--- config.mk ---
export PLATFORM = sky130hd
export DESIGN_NAME = fifo_file_io_flat
export DESIGN_NICKNAME = d
export VERILOG_FILES = /design/src/rtl/fifo_file_io_pkg.sv /design/src/rtl/fifo_file_io_if.sv /design/src/rtl/fifo_file_io_fifo.sv /design/src/rtl/fifo_file_io.sv /design/src/flat_wrapper.sv
export SDC_FILE = /design/constraint.sdc
export NUM_CORES = 1
export LEC_CHECK = 0
export BUFFER_PORTS_ARGS = -buffer_cell sky130_fd_sc_hd__buf_2
export CAP_MARGIN = 20
export CORE_MARGIN = 10
export CORE_UTILIZATION = 42
export CTS_CLUSTER_SIZE = 20
export DETAILED_ROUTE_END_ITERATION = 7
export SLEW_MARGIN = 5
export SYNTH_ARGS = -nofsm -noshare
export SYNTH_HDL_FRONTEND = slang
export SYNTH_HIERARCHICAL = 1
export SYNTH_SLANG_ARGS = --single-unit
--- constraint.sdc ---
create_clock -name mclk -period 4.6 [get_ports mclk]
set_input_delay 0.92 -clock mclk [delete_from_list [all_inputs] [get_ports mclk]]
set_output_delay 0.92 -clock mclk [all_outputs]
set_load 0.005 [all_outputs]
--- src/rtl/fifo_file_io_pkg.sv ---
// Shared definitions for the file-I/O peripheral: register offsets, bit positions
// and the STATUS word packing.
package fifo_file_io_pkg;

   localparam int OFF_STATUS = 0;
   localparam int OFF_DATA   = 2;
   localparam int OFF_CTRL   = 4;

   localparam int ST_RX_NEMPTY  = 0;
   localparam int ST_TX_NFULL   = 1;
   localparam int ST_RX_UNF     = 2;
   localparam int ST_TX_OVF     = 3;
   localparam int ST_RX_CNT_LSB = 8;

   localparam int CT_RX_IE    = 0;
   localparam int CT_TX_IE    = 1;
   localparam int CT_RX_FLUSH = 2;
   localparam int CT_TX_FLUSH = 3;

   typedef struct packed {
      logic tx_ovf;
      logic rx_unf;
   } sticky_t;

   typedef struct packed {
      logic tx_ie;
      logic rx_ie;
   } ctrl_t;

   function automatic logic [15:0] pack_status(input logic [7:0] rx_cnt,
                                               input sticky_t    st,
                                               input logic       tx_nfull,
                                               input logic       rx_nempty);
      logic [15:0] w;
      w = '0;
      w[ST_RX_CNT_LSB +: 8] = rx_cnt;
      w[ST_TX_OVF]          = st.tx_ovf;
      w[ST_RX_UNF]          = st.rx_unf;
      w[ST_TX_NFULL]        = tx_nfull;
      w[ST_RX_NEMPTY]       = rx_nempty;
      return w;
   endfunction

endpackage

--- src/rtl/fifo_file_io_if.sv ---
// Peripheral bus plus host byte streams of the file-I/O block.
interface fifo_file_io_if;
   logic [13:0] per_addr;
   logic [15:0] per_din;
   logic        per_en;
   logic [1:0]  per_we;
   logic [15:0] per_dout;
   logic [7:0]  rx_data;
   logic        rx_valid;
   logic        rx_ready;
   logic [7:0]  tx_data;
   logic        tx_valid;
   logic        tx_ready;

   modport master (
      output per_addr, per_din, per_en, per_we, rx_data, rx_valid, tx_ready,
      input  per_dout, rx_ready, tx_data, tx_valid
   );

   modport slave (
      input  per_addr, per_din, per_en, per_we, rx_data, rx_valid, tx_ready,
      output per_dout, rx_ready, tx_data, tx_valid
   );
endinterface

--- src/rtl/fifo_file_io_fifo.sv ---
// Synchronous FIFO with flush; head reads as zero whenever the FIFO is empty so
// stale storage is never visible.
module fio_fifo #(
   parameter  int WIDTH = 8,
   parameter  int DEPTH = 16,
   localparam int AW    = $clog2(DEPTH),
   localparam int CW    = AW + 1
) (
   input  logic             clk,
   input  logic             rst,
   input  logic             push,
   input  logic             pop,
   input  logic             flush,
   input  logic [WIDTH-1:0] din,
   output logic [WIDTH-1:0] dout,
   output logic [CW-1:0]    count,
   output logic             full,
   output logic             empty
);

   logic [WIDTH-1:0] mem [DEPTH];
   logic [AW-1:0]    wr_ptr;
   logic [AW-1:0]    rd_ptr;
   logic             do_push;
   logic             do_pop;

   assign full    = (count == CW'(DEPTH));
   assign empty   = (count == '0);
   assign do_push = push & ~full & ~flush;
   assign do_pop  = pop & ~empty & ~flush;

   always_ff @(posedge clk or posedge rst) begin
      if (rst) begin
         wr_ptr <= '0;
         rd_ptr <= '0;
         count  <= '0;
      end else if (flush) begin
         wr_ptr <= '0;
         rd_ptr <= '0;
         count  <= '0;
      end else begin
         if (do_push) wr_ptr <= wr_ptr + 1'b1;
         if (do_pop)  rd_ptr <= rd_ptr + 1'b1;
         case ({do_push, do_pop})
            2'b10:   count <= count + 1'b1;
            2'b01:   count <= count - 1'b1;
            default: count <= count;
         endcase
      end
   end

   // Storage is deliberately left out of reset.
   always_ff @(posedge clk) begin
      if (do_push) mem[wr_ptr] <= din;
   end

   assign dout = empty ? '0 : mem[rd_ptr];

endmodule

--- src/rtl/fifo_file_io.sv ---
// Bench file-I/O peripheral: register decode, STATUS/CTRL, sticky errors, irq,
// and the RX (host to CPU) / TX (CPU to host) FIFOs.
module fifo_file_io
   import fifo_file_io_pkg::*;
#(
   parameter logic [14:0] BASE_ADDR = 15'h00c0,
   parameter int          DEC_WD    = 3,
   parameter int          RX_DEPTH  = 16,
   parameter int          TX_DEPTH  = 16
) (
   input  logic          mclk,
   input  logic          puc_rst,
   fifo_file_io_if.slave bus,
   output logic          irq
);

   localparam int RX_CW = $clog2(RX_DEPTH) + 1;
   localparam int TX_CW = $clog2(TX_DEPTH) + 1;

   logic              reg_sel;
   logic [DEC_WD-1:0] reg_addr;
   logic              rd;
   logic              wr_lo;
   logic              sel_status;
   logic              sel_data;
   logic              sel_ctrl;

   assign reg_sel    = bus.per_en & (bus.per_addr[13:DEC_WD-1] == BASE_ADDR[14:DEC_WD]);
   assign reg_addr   = {bus.per_addr[DEC_WD-2:0], 1'b0};
   assign rd         = reg_sel & (bus.per_we == 2'b00);
   assign wr_lo      = reg_sel & bus.per_we[0];
   assign sel_status = (reg_addr == DEC_WD'(OFF_STATUS));
   assign sel_data   = (reg_addr == DEC_WD'(OFF_DATA));
   assign sel_ctrl   = (reg_addr == DEC_WD'(OFF_CTRL));

   logic [7:0]       rx_dout;
   logic [RX_CW-1:0] rx_count;
   logic             rx_full;
   logic             rx_empty;
   logic             rx_push;
   logic             rx_pop;
   logic             rx_flush;
   logic [7:0]       tx_dout;
   logic [TX_CW-1:0] tx_count;
   logic             tx_full;
   logic             tx_empty;
   logic             tx_push;
   logic             tx_pop;
   logic             tx_flush;

   assign rx_push  = bus.rx_valid & ~rx_full;
   assign rx_pop   = rd & sel_data & ~rx_empty;
   assign rx_flush = wr_lo & sel_ctrl & bus.per_din[CT_RX_FLUSH];
   // Full is judged on the registered count, so a same-cycle pop never frees room.
   assign tx_push  = wr_lo & sel_data & ~tx_full;
   assign tx_pop   = ~tx_empty & bus.tx_ready;
   assign tx_flush = wr_lo & sel_ctrl & bus.per_din[CT_TX_FLUSH];

   fio_fifo #(.WIDTH(8), .DEPTH(RX_DEPTH)) u_rx_fifo (
      .clk   (mclk),
      .rst   (puc_rst),
      .push  (rx_push),
      .pop   (rx_pop),
      .flush (rx_flush),
      .din   (bus.rx_data),
      .dout  (rx_dout),
      .count (rx_count),
      .full  (rx_full),
      .empty (rx_empty)
   );

   fio_fifo #(.WIDTH(8), .DEPTH(TX_DEPTH)) u_tx_fifo (
      .clk   (mclk),
      .rst   (puc_rst),
      .push  (tx_push),
      .pop   (tx_pop),
      .flush (tx_flush),
      .din   (bus.per_din[7:0]),
      .dout  (tx_dout),
      .count (tx_count),
      .full  (tx_full),
      .empty (tx_empty)
   );

   assign bus.rx_ready = ~rx_full;
   assign bus.tx_valid = ~tx_empty;
   assign bus.tx_data  = tx_dout;

   sticky_t sticky;
   ctrl_t   ctrl;
   logic    rx_unf_set;
   logic    tx_ovf_set;
   logic    st_wr;

   assign rx_unf_set = rd & sel_data & rx_empty;
   assign tx_ovf_set = wr_lo & sel_data & tx_full;
   assign st_wr      = wr_lo & sel_status;

   // A same-cycle error event beats the write-1-to-clear.
   always_ff @(posedge mclk or posedge puc_rst) begin
      if (puc_rst) begin
         sticky <= '0;
      end else begin
         if (rx_unf_set)                           sticky.rx_unf <= 1'b1;
         else if (st_wr & bus.per_din[ST_RX_UNF])  sticky.rx_unf <= 1'b0;
         if (tx_ovf_set)                           sticky.tx_ovf <= 1'b1;
         else if (st_wr & bus.per_din[ST_TX_OVF])  sticky.tx_ovf <= 1'b0;
      end
   end

   always_ff @(posedge mclk or posedge puc_rst) begin
      if (puc_rst) begin
         ctrl <= '0;
      end else if (wr_lo & sel_ctrl) begin
         ctrl.rx_ie <= bus.per_din[CT_RX_IE];
         ctrl.tx_ie <= bus.per_din[CT_TX_IE];
      end
   end

   always_ff @(posedge mclk or posedge puc_rst) begin
      if (puc_rst) irq <= 1'b0;
      else         irq <= (ctrl.rx_ie & ~rx_empty) | (ctrl.tx_ie & tx_empty);
   end

   always_comb begin
      bus.per_dout = '0;
      if (rd) begin
         if (sel_status)    bus.per_dout = pack_status(8'(rx_count), sticky, ~tx_full, ~rx_empty);
         else if (sel_data) bus.per_dout = {8'h00, rx_dout};
         else if (sel_ctrl) bus.per_dout = {14'b0, ctrl.tx_ie, ctrl.rx_ie};
      end
   end

   logic unused_bits;
   assign unused_bits = &{1'b0, bus.per_din[15:4], tx_count};

endmodule
--- src/flat_wrapper.sv ---
// flat-port wrapper written by rule: the top's interface ports become plain ports
module fifo_file_io_flat import fifo_file_io_pkg::*;
#(
   parameter logic [14:0] BASE_ADDR = 15'h00c0,
   parameter int          DEC_WD    = 3,
   parameter int          RX_DEPTH  = 16,
   parameter int          TX_DEPTH  = 16
)
  (mclk, puc_rst, irq, bus_per_addr, bus_per_din, bus_per_en, bus_per_we, bus_rx_data, bus_rx_valid, bus_tx_ready, bus_per_dout, bus_rx_ready, bus_tx_data, bus_tx_valid);
  fifo_file_io_if bus_i ();
  input  logic mclk;
  input  logic puc_rst;
  output logic irq;
  input wire logic [$bits(bus_i.per_addr)-1:0] bus_per_addr;
  input wire logic [$bits(bus_i.per_din)-1:0] bus_per_din;
  input wire logic [$bits(bus_i.per_en)-1:0] bus_per_en;
  input wire logic [$bits(bus_i.per_we)-1:0] bus_per_we;
  input wire logic [$bits(bus_i.rx_data)-1:0] bus_rx_data;
  input wire logic [$bits(bus_i.rx_valid)-1:0] bus_rx_valid;
  input wire logic [$bits(bus_i.tx_ready)-1:0] bus_tx_ready;
  output wire logic [$bits(bus_i.per_dout)-1:0] bus_per_dout;
  output wire logic [$bits(bus_i.rx_ready)-1:0] bus_rx_ready;
  output wire logic [$bits(bus_i.tx_data)-1:0] bus_tx_data;
  output wire logic [$bits(bus_i.tx_valid)-1:0] bus_tx_valid;
  assign bus_i.per_addr = bus_per_addr;
  assign bus_i.per_din = bus_per_din;
  assign bus_i.per_en = bus_per_en;
  assign bus_i.per_we = bus_per_we;
  assign bus_i.rx_data = bus_rx_data;
  assign bus_i.rx_valid = bus_rx_valid;
  assign bus_i.tx_ready = bus_tx_ready;
  assign bus_per_dout = bus_i.per_dout;
  assign bus_rx_ready = bus_i.rx_ready;
  assign bus_tx_data = bus_i.tx_data;
  assign bus_tx_valid = bus_i.tx_valid;
  fifo_file_io #(.BASE_ADDR(BASE_ADDR), .DEC_WD(DEC_WD), .RX_DEPTH(RX_DEPTH), .TX_DEPTH(TX_DEPTH)) u_core (.mclk(mclk), .puc_rst(puc_rst), .bus(bus_i), .irq(irq));
endmodule
==> impl_summary.log <==
INFO  metric timing.critical_path.cells = buf_2, nor4b_2, nand4_2, nor3b_4, nor2b_1, or3b_4, mux2i_4, xor2_1, ha_1, or3_2, a21oi_1, mux2i_1, or3_1, a21oi_1
INFO  metric yosys_warnings = 6
INFO  metric finalWorstPathRequiredPeriod = about 4.0 ns
INFO  metric post_cts_resize_count = 0
INFO  metric worst-endpoint-required = 5.05 ns
INFO  metric vias_per_cell = roughly 5.4
INFO  metric cts_hold_buffers = 0
INFO  metric place.gp.congestion = ~0.77
INFO  metric floorplan.initialDensity = between 40% and 50%
INFO  metric timing.critical_path.slowest_stage_cell = sky130_fd_sc_hd__or3b_4
INFO  metric fin_setup_tns = 0 ns
INFO  metric skew = slightly below 0.006 ns
INFO  metric seq_area_frac_synth = between 60% and 70%
INFO  metric final_min_period_over_clock_period = between 80% and 90%
INFO  metric cpPeakStageDelay = about 0.45 ns
INFO  metric timing.setup.critical_path_class = in -> reg
INFO  metric crit_arrival = between 4 and 5 ns
INFO  metric hold_class = in -> async
INFO  metric num_vias = approximately 6300
INFO  metric final-setup-viol-count = 0
INFO  metric path_common_cell = sky130_fd_sc_hd__a21oi_1
INFO  metric wirelength = roughly 25000 um
INFO  metric grt_util_all_layers = between 10% and 20%
INFO  metric cts_root_buf = sky130_fd_sc_hd__clkbuf_16
INFO  metric setup.worst_path.end_class = flip-flop
INFO  metric number_of_optimization_iterations_in_the_first_detailed_route_pass = 4
INFO  metric dr_wl_met3 = 1107 um
INFO  metric clk-insertion-delay-late = around 0.53 ns
INFO  metric max-clock-path-buffers = 3
INFO  metric utilization = roughly half
INFO  metric fillCellCount = approximately 2400
INFO  metric worst_setup_slack_before_clock_tree_synthesis = between 0.05 and 0.06 ns
INFO  metric worstSetupStartpointType = input port
INFO  metric routed_wire_length_per_instance = 21.47 um
INFO  metric post_route_cells_drive_above_1_share = between 20 and 30%
INFO  metric detail-route-antenna-nets = 0
INFO  metric rows = 62
INFO  metric syn_area_per_cell = 17.78 um^2
INFO  metric synthArstFlopShare = a little over a tenth
INFO  metric status = finished, final reports clean
INFO  metric postLayoutCellArea = between 0.01 and 0.015 mm^2
INFO  metric ios = 72
INFO  metric worst_setup_hold_path_clk_slew = roughly 0.06 ns
INFO  metric netlist_area = between 0.01 and 0.015 mm^2
INFO  metric wl_met1 = about 10000 um
INFO  metric cts_setup_buffers = 0
INFO  metric timing.final.ws_setup = ~0.6 ns
INFO  metric synth_enable_flop_cells = 256
INFO  metric postSynth.topFlopCell = sky130_fd_sc_hd__edfxtp_1
INFO  metric final-hold-violation-count = 0
INFO  metric number_of_distinct_library_cells_after_synthesis = 54
INFO  metric dr.first_iter.drc_count = slightly below 300
INFO  metric clock_sinks = roughly 290
INFO  metric tightest_slew = between 1 and 1.5 ns
INFO  metric grt_start_max_net_pins = 36
INFO  metric numCtsBuffers = 29
INFO  metric design.die.area = around 0.036 mm^2
INFO  metric area_overhead_of_the_layout_relative_to_synthesis = 13.28%
INFO  metric overflow = 0
INFO  metric area_of_the_multi_input_gates = about 0.0035 mm^2
INFO  metric grt_antenna_before_repair = 0
INFO  metric die_h = 190.5 um
INFO  metric core = approximately 0.029 mm^2
INFO  metric grt_pass1_vias = 6682
INFO  metric rsz0062_at_grt = false
INFO  metric routed.top_layer = met4
INFO  metric post-route-drc-count = 0
INFO  metric crit_path_max_fanout = 4
INFO  metric cts_tree = done
INFO  metric seq_area = approximately 0.0085 mm^2
INFO  metric layout.cells.non_filler = ~1200
INFO  metric relSlewSlack = between 20 and 30%
INFO  metric final_max_slew_viol_count = 0
INFO  metric power.leakage = 0.004620 uW
INFO  metric route.met2.wl = between 10000 and 15000 um
INFO  metric placed_cells = approximately 1100
INFO  metric fmax = approximately 250 MHz
INFO  metric power.density = roughly 400 mW/mm^2
INFO  metric detailedPlacementHpwl = 16890 um
INFO  metric htree_num_levels = 1
INFO  metric insertedDiodeCount = 0
INFO  metric io_buffers = 60
INFO  metric place_area = 0.01301 mm^2
INFO  metric yosys_register_bits = around 290
INFO  metric post_synth_inst_count = roughly 690
INFO  metric vdd_drop_max = about 280 uV
INFO  metric grt_first_pass_wirelength = 39500 um
INFO  metric fin_nets = between 800 and 900
INFO  metric floorplan.die.width = 190.5 um
INFO  metric max_cap_viol_count = 0
-- flip-flops by register name, indices dropped and copies added, names as in the netlist --
| register | cells |
|---|---|
| u_core/u_tx_fifo/mem | 128 |
| u_core/u_tx_fifo/rd_ptr | 4 |
| u_core/u_rx_fifo/rd_ptr | 4 |
| u_core/u_tx_fifo/count | 5 |
| u_core/sticky | 2 |
| u_core/u_rx_fifo/count | 5 |
| u_core/u_rx_fifo/wr_ptr | 4 |
| u_core/u_tx_fifo/wr_ptr | 4 |
| u_core/ctrl | 2 |
| u_core/irq | 1 |
| u_core/u_rx_fifo/mem | 128 |
-- metrics by stage --
stage               total power, uW  hold slack, ns
floorplan                      3452          0.4667
global placement               3596          0.5068
detailed placement             3642          0.5128
CTS                            5703          0.3180
global route                   5870          0.3325
finish                         5640          0.3348
-- logic make-up (layout without fill, tap and decap cells) --
logic type | Yosys count | count (layout) | share of synthesized area, %
DFF | 287 | 287 | 69.30
and+or+nand+nor | 161 | 161 | 7.561
muxes | 108 | 108 | 15.63
AOI/OAI and AO/OA | 51 | 51 | 2.971
buffers and inverters | 49 | 150 | 1.926
xor gates and xnor gates | 16 | 16 | 1.147
adders and majority gates | 14 | 14 | 1.434
other | 1 | 3 | 0.03071
-- cells in the mapped netlist (3+ instances only) --
library cell / n / share of area (%)
sky130_fd_sc_hd__nor3_1: 3 / 0.12
sky130_fd_sc_hd__xor2_1: 14 / 1.0
sky130_fd_sc_hd__edfxtp_1: 256 / 63
sky130_fd_sc_hd__inv_1: 15 / 0.46
sky130_fd_sc_hd__buf_2: 8 / 0.33
sky130_fd_sc_hd__nor2_1: 63 / 1.9
sky130_fd_sc_hd__dfrtp_1: 31 / 6.4
sky130_fd_sc_hd__a22o_1: 3 / 0.22
sky130_fd_sc_hd__mux4_2: 64 / 12
sky130_fd_sc_hd__nand4_1: 5 / 0.26
sky130_fd_sc_hd__nand2b_1: 3 / 0.15
sky130_fd_sc_hd__nand3b_1: 4 / 0.25
sky130_fd_sc_hd__o22ai_1: 16 / 0.82
sky130_fd_sc_hd__nor2b_1: 6 / 0.31
sky130_fd_sc_hd__clkbuf_1: 17 / 0.52
sky130_fd_sc_hd__mux2i_1: 40 / 3.3
sky130_fd_sc_hd__or3_1: 6 / 0.31
sky130_fd_sc_hd__buf_4: 3 / 0.18
sky130_fd_sc_hd__nand2_1: 22 / 0.68
sky130_fd_sc_hd__buf_6: 4 / 0.37
sky130_fd_sc_hd__ha_1: 14 / 1.4
sky130_fd_sc_hd__o21ai_0: 7 / 0.29
sky130_fd_sc_hd__and2_1: 10 / 0.51
sky130_fd_sc_hd__nand3_1: 12 / 0.49
sky130_fd_sc_hd__a21oi_1: 14 / 0.57
-- per-layer routing --
layer  vias up  GRT usage [%]
met1      3250          17.84
met4         0          2.968
met2       145          24.40
met3        28          2.030
met5         -              0
li1       2866              -
-- critical path: cells and delay by family --
kind / cells / cell delay (ns)
AND/OR/NAND/NOR: 7 / 2.46
AO/OA/AOI/OAI: 2 / 0.35
multiplexers: 2 / 0.32
adder cells (fa/ha/maj): 1 / 0.24
buffers and inverters: 1 / 0.10
XOR/XNOR: 1 / 0.10
-- worst paths after layout --
path,from,cells after the start,end,slack [ns]
min in group mclk,u_core/sticky[0]$_DFFE_PP0P_,1,u_core/sticky[0]$_DFFE_PP0P_,0.53
max in group asynchronous,puc_rst,2,u_core/u_tx_fifo/rd_ptr[1]$_DFFE_PP0P_,3.74
min reg2reg,u_core/sticky[0]$_DFFE_PP0P_,1,u_core/sticky[0]$_DFFE_PP0P_,0.53
max,bus_per_addr[10],14,u_core/u_rx_fifo/count[4]$_DFFE_PP0P_,0.59
min,puc_rst,2,u_core/ctrl[1]$_DFFE_PP0N_,0.33
max reg2reg,u_core/u_tx_fifo/count[1]$_DFFE_PP0P_,13,u_core/u_tx_fifo/count[4]$_DFFE_PP0P_,0.72
-- area by class of cell --
cell class / instances / share of cell area [%]
clock inverters: 12 / 0.4251
multi-input cells: 353 / 25.50
repair buffers: 84 / 3.473
clock buffers: 39 / 5.517
flip-flops and latches: 287 / 61.20
well taps: 384 / 3.473
inverters: 15 / 0.4070
-- report_power, final --
group          total [uW]  switching (uW)  internal [uW]  leakage [uW]
sequential           3100             102           3000       0.00271
clock                2050             901           1150      0.000401
combinational         483             309            174       0.00151
-- placed cells by master, fill, tap and decap left out, types with 10 or more instances in the layout --
cell / n
sky130_fd_sc_hd__edfxtp_1: 256
sky130_fd_sc_hd__mux4_2: 64
sky130_fd_sc_hd__nor2_1: 63
sky130_fd_sc_hd__buf_2: 60
sky130_fd_sc_hd__mux2i_1: 40
sky130_fd_sc_hd__clkbuf_16: 29
sky130_fd_sc_hd__dfrtp_1: 28
sky130_fd_sc_hd__buf_4: 24
sky130_fd_sc_hd__nand2_1: 22
sky130_fd_sc_hd__o22ai_1: 16
sky130_fd_sc_hd__inv_1: 15
sky130_fd_sc_hd__a21oi_1: 14
sky130_fd_sc_hd__xor2_1: 14
sky130_fd_sc_hd__ha_1: 14
sky130_fd_sc_hd__nand3_1: 12
sky130_fd_sc_hd__clkbuf_1: 10
sky130_fd_sc_hd__and2_1: 10
No activity file was read; power rests on OpenSTA's default activity.
